`src/rtl/inv_mix_columns_sched.sv`:
```
// inv_mix_columns_sched
// Time-shares one external 32-bit InvMixColumns column unit across the four
// columns of an AES-128 state. A state is accepted in IDLE, its columns are
// fed to the unit one per cycle (column 0 first), the results are assembled,
// and the finished state is held on the output until the downstream takes it.
// A bypass flag captured with the state skips the column unit entirely
// (final decryption round).
//
// Ports:
//   clk, rst_n            clock, asynchronous active-low reset
//   in_valid/in_ready     input handshake (ready only in IDLE)
//   in_state, in_bypass   state to transform, bypass flag
//   out_valid/out_ready   output handshake (valid only in DONE)
//   out_state             assembled result, stable while out_valid
//   col_data_o            column to the shared unit (zero outside BUSY)
//   col_res_i             unit result, combinational from col_data_o
//   busy, col_idx         BUSY indication and current column index
module inv_mix_columns_sched (
    input  logic         clk,
    input  logic         rst_n,
    input  logic         in_valid,
    output logic         in_ready,
    input  logic [127:0] in_state,
    input  logic         in_bypass,
    output logic         out_valid,
    input  logic         out_ready,
    output logic [127:0] out_state,
    output logic [31:0]  col_data_o,
    input  logic [31:0]  col_res_i,
    output logic         busy,
    output logic [1:0]   col_idx
);

    typedef enum logic [1:0] {S_IDLE, S_BUSY, S_DONE} state_t;

    state_t        r_state;
    state_t        w_next;
    logic [1:0]    r_cnt;
    logic [127:0]  r_src;
    logic [127:0]  r_dst;
    logic          w_accept;
    logic [31:0]   w_col;

    assign w_accept = in_valid && (r_state == S_IDLE);

    // State register
    always_ff @(posedge clk or negedge rst_n) begin
        if (!rst_n) r_state <= S_IDLE;
        else        r_state <= w_next;
    end

    // Next-state logic
    always_comb begin
        w_next = r_state;
        case (r_state)
            S_IDLE: if (in_valid) w_next = in_bypass ? S_DONE : S_BUSY;
            S_BUSY: if (r_cnt == 2'd3) w_next = S_DONE;
            S_DONE: if (out_ready) w_next = S_IDLE;
            default: w_next = S_IDLE;
        endcase
    end

    // Datapath: source capture, destination assembly, column counter.
    // The counter wraps to 0 on the last column, so it already reads 0
    // when the FSM reaches DONE and no fifth write can occur.
    always_ff @(posedge clk or negedge rst_n) begin
        if (!rst_n) begin
            r_cnt <= 2'd0;
            r_src <= '0;
            r_dst <= '0;
        end else if (w_accept) begin
            r_cnt <= 2'd0;
            r_src <= in_state;
            r_dst <= in_bypass ? in_state : '0;
        end else if (r_state == S_BUSY) begin
            for (int c = 0; c < 4; c++) begin
                if (r_cnt == c[1:0]) r_dst[127-32*c -: 32] <= col_res_i;
            end
            r_cnt <= r_cnt + 2'd1;
        end
    end

    // Column select; forced to zero outside BUSY so the shared unit sees
    // a quiet input when this block is not using it.
    always_comb begin
        w_col = 32'h0;
        if (r_state == S_BUSY) begin
            case (r_cnt)
                2'd0: w_col = r_src[127:96];
                2'd1: w_col = r_src[95:64];
                2'd2: w_col = r_src[63:32];
                default: w_col = r_src[31:0];
            endcase
        end
    end

    assign col_data_o = w_col;
    assign in_ready   = (r_state == S_IDLE);
    assign out_valid  = (r_state == S_DONE);
    assign busy       = (r_state == S_BUSY);
    assign col_idx    = (r_state == S_BUSY) ? r_cnt : 2'd0;
    assign out_state  = r_dst;

endmodule

```
`config.mk`:
```
export PLATFORM = sky130hd
export DESIGN_NAME = inv_mix_columns_sched
export DESIGN_NICKNAME = d
export VERILOG_FILES = /design/src/rtl/inv_mix_columns_sched.sv
export SDC_FILE = /design/constraint.sdc
export NUM_CORES = 1
export LEC_CHECK = 0
export BUFFER_PORTS_ARGS = -buffer_cell sky130_fd_sc_hd__buf_4
export CAP_MARGIN = 40
export CORE_MARGIN = 4
export CORE_UTILIZATION = 28
export CTS_CLUSTER_SIZE = 25
export DETAILED_ROUTE_END_ITERATION = 6
export GPL_ROUTABILITY_DRIVEN = 0
export GPL_TIMING_DRIVEN = 0
export SYNTH_ARGS = -nofsm -noshare
export SYNTH_HDL_FRONTEND = slang
export SYNTH_SLANG_ARGS = --single-unit
export TNS_END_PERCENT = 50
```
`constraint.sdc`:
```
create_clock -name clk -period 4.24 [get_ports clk]
set_input_delay 0.848 -clock clk [delete_from_list [all_inputs] [get_ports clk]]
set_output_delay 0.848 -clock clk [all_outputs]
set_load 0.05 [all_outputs]
```
==> results.md, run 1 <==
* First-pass GRT wire length at 76.57 mm
* Area Growth Syn to Fin at 35.92%
* Synthesized Nets at roughly 1500
* Max Buffers Root-to-Sink at 3
* Vias per cell at slightly below 5
* Syn avg cell area at between 9 and 10 um2
* Setup CP Type: flip-flop to output pin
* Worst-Margin Slew at between 0.8 and 0.9 ns
* Total die area at roughly 0.048 mm2
* CTS Buf Count at 34
* Max_cap viols at 0
* Static leakage at approximately 9 nW
* CP Max Fanout at 10
* Worst r2r src: r_cnt[0]$_DFFE_PN0P_
* Final setup viols at 0
* Clk_lat worst skew at 0.53 ns
* Max-slew violation count at 0
* Async S/R FF share, synth at between 90% and 100%
* Post-CTS setup buffer count at 0
* H-Tree Depth at 2
* Crit path from: r_cnt[1]$_DFFE_PN0P_
* Final ANT Viol Nets at 0
* Root Driver: clkbuf_16
* EDFF count, synth at 0
* # IOs at between 300 and 400
* Endpoints failing hold at 0
* Core Rows at 76
* Nets at about 1900
* Fin cells at 2303
* Element type at the critical path start: flip-flop
* Worst EP arrival at approximately 3.1 ns
* IO buf count at about 330
* Fill count at between 4000 and 5000
* Routed Wire Length at approximately 53 mm
* Post-synth cell types at 26
* GRT overflow at 0
* TritonRoute pass-1 iters at 7
* Clock skew at just over 0.01 ns
* Hold slack final at around 0.22 ns
* Area of the core at 0.04346 mm2
* Hold crit path type: input port to async pin
* Drt drc at 0
* CTS tree: yes
* P per Cell Area at just under 900 mW/mm2
* Cell area after technology mapping at ~0.012 mm2
* Die Height at 218.6 um
* Number of DRC markers in iteration 0 at around 940
* Status: completed
* Synth Warn # at 0
* Total number of vias at between 10000 and 15000
* Gates resized, CTS repair at 0
* Peak supply drop at between 0.3 and 0.4 mV
* Placed insts at 2242
* Initial core utilization at between 20% and 30%
* Unrepaired setup endpoints after global routing: no
* GRT Total Usage at roughly 22%
* FMAX at about 250 MHz
* Die W at around 220 um
* Cts hold-fix bufs at 0
* Final period utilization at around 93%
* Count leader, synth: nand2_1
* Top cells by area, synth: dfrtp_1 52%, nand2_1 14%, mux2i_1 10%
* Ys flop type: dfrtp_1
* Largest net degree at the start of global routing at roughly 110
* Vias in the first global route at 11830
* Share of the yosys chip area belonging to registers at a little over half
* Post-synth top area share at roughly 52%
* Clock Sinks at 260
* Req. time, crit path at around 3.4 ns
* Clk pin slew, worst setup/hold paths at 0.06 ns
* Slew margin rel. at between 40% and 50%
* Final Power at between 0.01 and 0.015 W
* Min Tclk post-route at just under 4 ns
* CP endpoint kind: output pin
* Routed length per placed instance at approximately 23 um
* Dpl hpwl at around 38 mm
* #FFs+latches synth at 260
* Commonest cells in the netlist: 451 x nand2_1, 260 x dfrtp_1, 129 x mux2i_1, 98 x o21ai_0, 97 x nand3_1
* Initial antenna violation count at 1
* Syn Inst Count at ~1300
* Synth area leader: dfrtp_1
* Share of cells above drive strength 1 at 28.13%
-- stage by stage --
stage / utilization, % / setup WS (ns) / cell area, um2 / TNS (ns)
detailed placement: 36.11 / 0.8247 / 15690 / 0
global route: 38.84 / 0.1438 / 16880 / 0
global placement: 35.93 / -0.001333 / 15610 / -0.01307
finish: 38.84 / 0.3017 / 16880 / 0
floorplan: - / 1.349 / 12420 / 0
CTS: 38.83 / 0.2318 / 16880 / 0
-- worst paths after layout --
check                                                  end  slack, ns  cells after the start
worst max-delay path                        col_data_o[15]       0.30                      8
worst min-delay path              out_state[5]$_DFFE_PN0P_       0.22                      1
min in group clk                     r_src[15]$_DFFE_PN0P_       0.47                      2
worst max register to register      r_state[1]$_DFFE_PN0P_       1.84                      5
worst min register to register       r_src[15]$_DFFE_PN0P_       0.47                      2
max in group asynchronous       out_state[117]$_DFFE_PN0P_       3.06                      2
-- metal layers --
layer | global-route usage (%) | vias up | wire, um
met3 | 4.783 | 80 | 3822
met4 | 7.057 | 0 | 1664
met2 | 35.81 | 452 | 25210
li1 | - | 5163 | -
met5 | 0 | - | 0
met1 | 28.21 | 5655 | 22470
-- worst max-delay path, stage by stage (launching register included) --
cell and delay [ns]:
dfrtp_1 0.40, inv_1 0.14, ha_1 0.17, clkbuf_1 0.35, clkbuf_1 0.66, a222oi_1 0.22
o21a_1 0.23, nor2_1 0.15, buf_4 0.24
-- where the power goes --
part / internal, W / switching (W)
registers: 0.00361 / 0.000664
clock network: 0.00191 / 0.00116
logic: 0.00237 / 0.00503
total: 0.00790 / 0.00685
-- flip-flops by register name, indices dropped and copies added (netlist names) --
register   count
r_state        2
out_state    128
r_src        128
r_cnt          2
-- area by class of cell --
type	instances	area [um2]	area share [%]
Clock buffer	48	1015	6.012
Tap cell	585	732.0	4.337
Clock inverter	12	171.4	1.016
Timing Repair Buffer	331	2540	15.05
Inverter	35	131.4	0.7784
Multi-Input combinational cell	924	5182	30.70
Sequential cell	260	6506	38.55
Buffer	107	598.1	3.543
Antenna cell	1	2.502	0.01483
-- layout by cell type (no fill, tap or decap), types with 2 or more instances in the layout --
cell type	synthesis	final
nand2_1	451	451
buf_4	29	356
dfrtp_1	260	260
mux2i_1	129	129
o21ai_0	98	98
nand3_1	97	97
clkbuf_1	40	44
nor2_1	38	38
inv_1	35	35
clkbuf_16	0	35
a222oi_1	32	32
o21a_1	32	32
buf_2	29	29
mux2_2	27	27
clkbuf_8	0	9
mux2_4	6	6
buf_1	5	5
clkinv_2	0	5
ha_1	4	4
bufinv_16	0	4
nand3b_1	3	3
buf_8	1	3
nor2b_1	2	2
buf_12	2	2
inv_6	0	2
buf_16	0	2
-- cell families (layout without fill, tap and decap cells) --
family,Yosys count,count (layout),share of synthesized area [%]
adder cells (fa/ha/maj),4,4,0.4030
AO/OA/AOI/OAI,164,164,8.564
flip-flops,260,260,52.39
AND/OR/NAND/NOR,594,594,19.19
other,0,1,0
multiplexers,162,162,13.57
buffers and inverters,142,533,5.874
No activity file was read; power rests on OpenSTA's default activity.
==> inputs of run 2 (changes only) <==
--- a/config.mk
+++ b/config.mk
@@ -5,6 +5,7 @@
 export SDC_FILE = /design/constraint.sdc
 export NUM_CORES = 1
 export LEC_CHECK = 0
+export ABC_AREA = 1
 export BUFFER_PORTS_ARGS = -buffer_cell sky130_fd_sc_hd__buf_4
 export CAP_MARGIN = 40
 export CORE_MARGIN = 4
==> results.md, run 2 <==
* Sw Ratio at 50.71%
* Simple-Gate Fraction of Synth Area at 37.96%
* Synth Area in XOR/XNOR at 0%
* CP top delay family: buffers and inverters
* Final Power at between 0.01 and 0.015 W
* Element type at the critical path start: flip-flop
* Clk pin slew, worst setup/hold paths at 0.06 ns
* Fin area at approximately 0.017 mm2
* Final setup viols at 0
* R2r setup slk at approximately 1.5 ns
* GRT Total Usage at between 20% and 30%
* Synth Warn # at 0
* Async S/R FF share, synth at between 90% and 100%
* Hold slack final at roughly 0.13 ns
* CP endpoint kind: output pin
* Most frequent cells in the layout: 797 x nand2_1, 336 x buf_4, 296 x nand3_1
* Routed length per placed instance at between 20 and 25 um
* Post-synth top area share at roughly 50%
* Core Rows at just under 80
* DP Area at 0.01634 mm2
* Max Buffers Root-to-Sink at 3
* Worst EP arrival at 3.19 ns
* H-Tree Depth at 1
* GRT overflow at 0
* Unrepaired setup endpoints after global routing: no
* #FFs+latches synth at 260
* Dpl hpwl at around 50 mm
* Worst r2r src: r_cnt[1]$_DFFE_PN0P_
* Gate power share at 52.9%
* Max_cap viols at 0
* Setup CP Type: flip-flop to output pin
* EDFF count, synth at 0
* Clk_lat worst skew at 0.56 ns
* P_int at 0.007371 W
* Vias in the first global route at approximately 15000
* Clock Power Share at between 15 and 20%
* Peak supply drop at between 0.4 and 0.5 mV
* Number of DRC markers in iteration 0 at around 1600
* Area Growth Syn to Fin at 32.72%
* Most used cell, CP: clkbuf_1
* Die W at 224 um
* Setup TNS at 0 ns
* Gates resized, CTS repair at 0
* Ys flop type: dfrtp_1
* Slowest stage cell, crit path: clkbuf_1
* Slew margin rel. at between 50% and 60%
* Initial antenna violation count at 10
* Final core occ at a little under two fifths
* FF-to-FF path depth at 8
* Syn Inst Count at between 1500 and 2000
* P per Cell Area at about 860 mW/mm2
* Final period utilization at a little over nine tenths
* Req. time, crit path at 3.39 ns
* Most common cell after layout, fill and taps aside: nand2_1
* CTS tree: yes
* TritonRoute pass-1 iters at 6
* Max-slew violation count at 0
* Syn avg cell area at around 7.4 um2
* First-pass GRT wire length at 94.27 mm
* Root Driver: clkbuf_16
* Synthesized Nets at approximately 2000
* Worst Path Buf+Inv at 4
* RR Endpoint: out_state[74]$_DFFE_PN0P_
* Sequential group share of total power at 29.3%
* Static leakage at 9.597 nW
* Mux cell area share after synthesis at 0%
* IO buf count at between 300 and 400
* Area of the core at between 0.04 and 0.05 mm2
* Worst-Margin Slew at ~0.71 ns
* Final ANT Viol Nets at 0
* Top cells by area, synth: dfrtp_1 50%, nand2_1 23%, nand3_1 11%
* Compound-Gate Fraction of Synth Area at ~3.9%
* Post-CTS setup buffer count at 0
* Drt drc at 0
* Total number of vias at 14420
* # IOs at 330
* Total die area at roughly 0.05 mm2
* Largest net degree at the start of global routing at approximately 120
* Count leader, synth: nand2_1
* Share of cells above drive strength 1 at 22.09%
* Cell area after technology mapping at approximately 0.013 mm2
* CTS Buf Count at 29
* Largest family of logic cells by synthesized area: simple AND/OR/NAND/NOR gates
* Vias per cell at 5.222
* Commonest cells in the netlist: 797 x nand2_1, 296 x nand3_1, 260 x dfrtp_1, 102 x inv_1, 80 x buf_2
* Clock Sinks at 260
* Min Tclk post-route at 4.034 ns
* Hold crit path type: input port to async pin
* CP Max Fanout at 10
* Share of the yosys chip area belonging to registers at 49.80%
* Post-synth cell types at 20
* Worst-path cell chain: ha_1 -> clkbuf_1 -> inv_1 -> clkbuf_1 -> o21ai_0 -> a21oi_1 -> buf_4
* Initial core utilization at 28.54%
* Clock skew at 0.01142 ns
* FMAX at 247.9 MHz
* Status: completed
* Adder-Cell Fraction of Synth Area at less than 1%
* Routed Wire Length at 64.91 mm
* Die Height at 224 um
* CP peak stage delay at about 0.50 ns
* Nets at ~2300
* Sw Pwr at between 0.007 and 0.008 W
* Synth area leader: dfrtp_1
* Endpoints failing hold at 0
* Cts hold-fix bufs at 0
[run 2: power groups by stage]
stage | Combinational [W] | Sequential [W] | Clock, W
global placement | 0.00776 | 0.00436 | 0
detailed placement | 0.00786 | 0.00438 | 0
global route | 0.00845 | 0.00450 | 0.00279
CTS | 0.00789 | 0.00436 | 0.00269
finish | 0.00791 | 0.00438 | 0.00266
floorplan | 0.00321 | 0.00602 | 0
[run 2: how the worst max path moves through the flow]
stage                               from                   endpoint  slack (ns)  depth (start not counted)
CTS                 r_cnt[0]$_DFFE_PN0P_             col_data_o[12]        0.25                          7
finish              r_cnt[0]$_DFFE_PN0P_             col_data_o[12]        0.21                          7
global placement                   rst_n  out_state[16]$_DFFE_PN0P_        0.07                          1
detailed placement  r_cnt[0]$_DFFE_PN0P_             col_data_o[12]        0.86                          7
global route        r_cnt[0]$_DFFE_PN0P_             col_data_o[12]        0.12                          7
floorplan           r_cnt[0]$_DFFE_PN0P_             col_data_o[23]        1.40                          6
[run 2: logic make-up (layout without fill, tap and decap cells)]
kind of cell	count (synthesis)	after routing
AND/OR/NAND/NOR	1169	1169
flip-flops	260	260
AO/OA/AOI/OAI	100	100
buffers and inverters	243	626
other	0	3
adder cells (fa/ha/maj)	4	4
[run 2: final cells by class]
class / instances / area, um2
Sequential cell: 260 / 6506
Fill cell: 4784 / 28430
Inverter: 108 / 405.4
Tap cell: 600 / 750.7
Multi-Input combinational cell: 1273 / 5512
Clock inverter: 8 / 115.1
Buffer: 135 / 640.6
Clock buffer: 45 / 875.8
Timing Repair Buffer: 330 / 2525
Antenna cell: 3 / 7.507
[run 2: stage by stage]
step / setup slack (ns) / cells
floorplan: 1.397 / 1776
global placement: 0.07032 / 2704
detailed placement: 0.8597 / 2706
CTS: 0.2474 / 2759
global route: 0.1180 / 2762
finish: 0.2060 / 2762
[run 2: layer usage]
metal	global-route usage, %	up-vias	routed length (um)
met5	0	-	80
met4	10.88	14	2992
met3	5.229	148	6307
met2	38.66	843	28730
met1	34.25	7001	26800
li1	-	6416	-
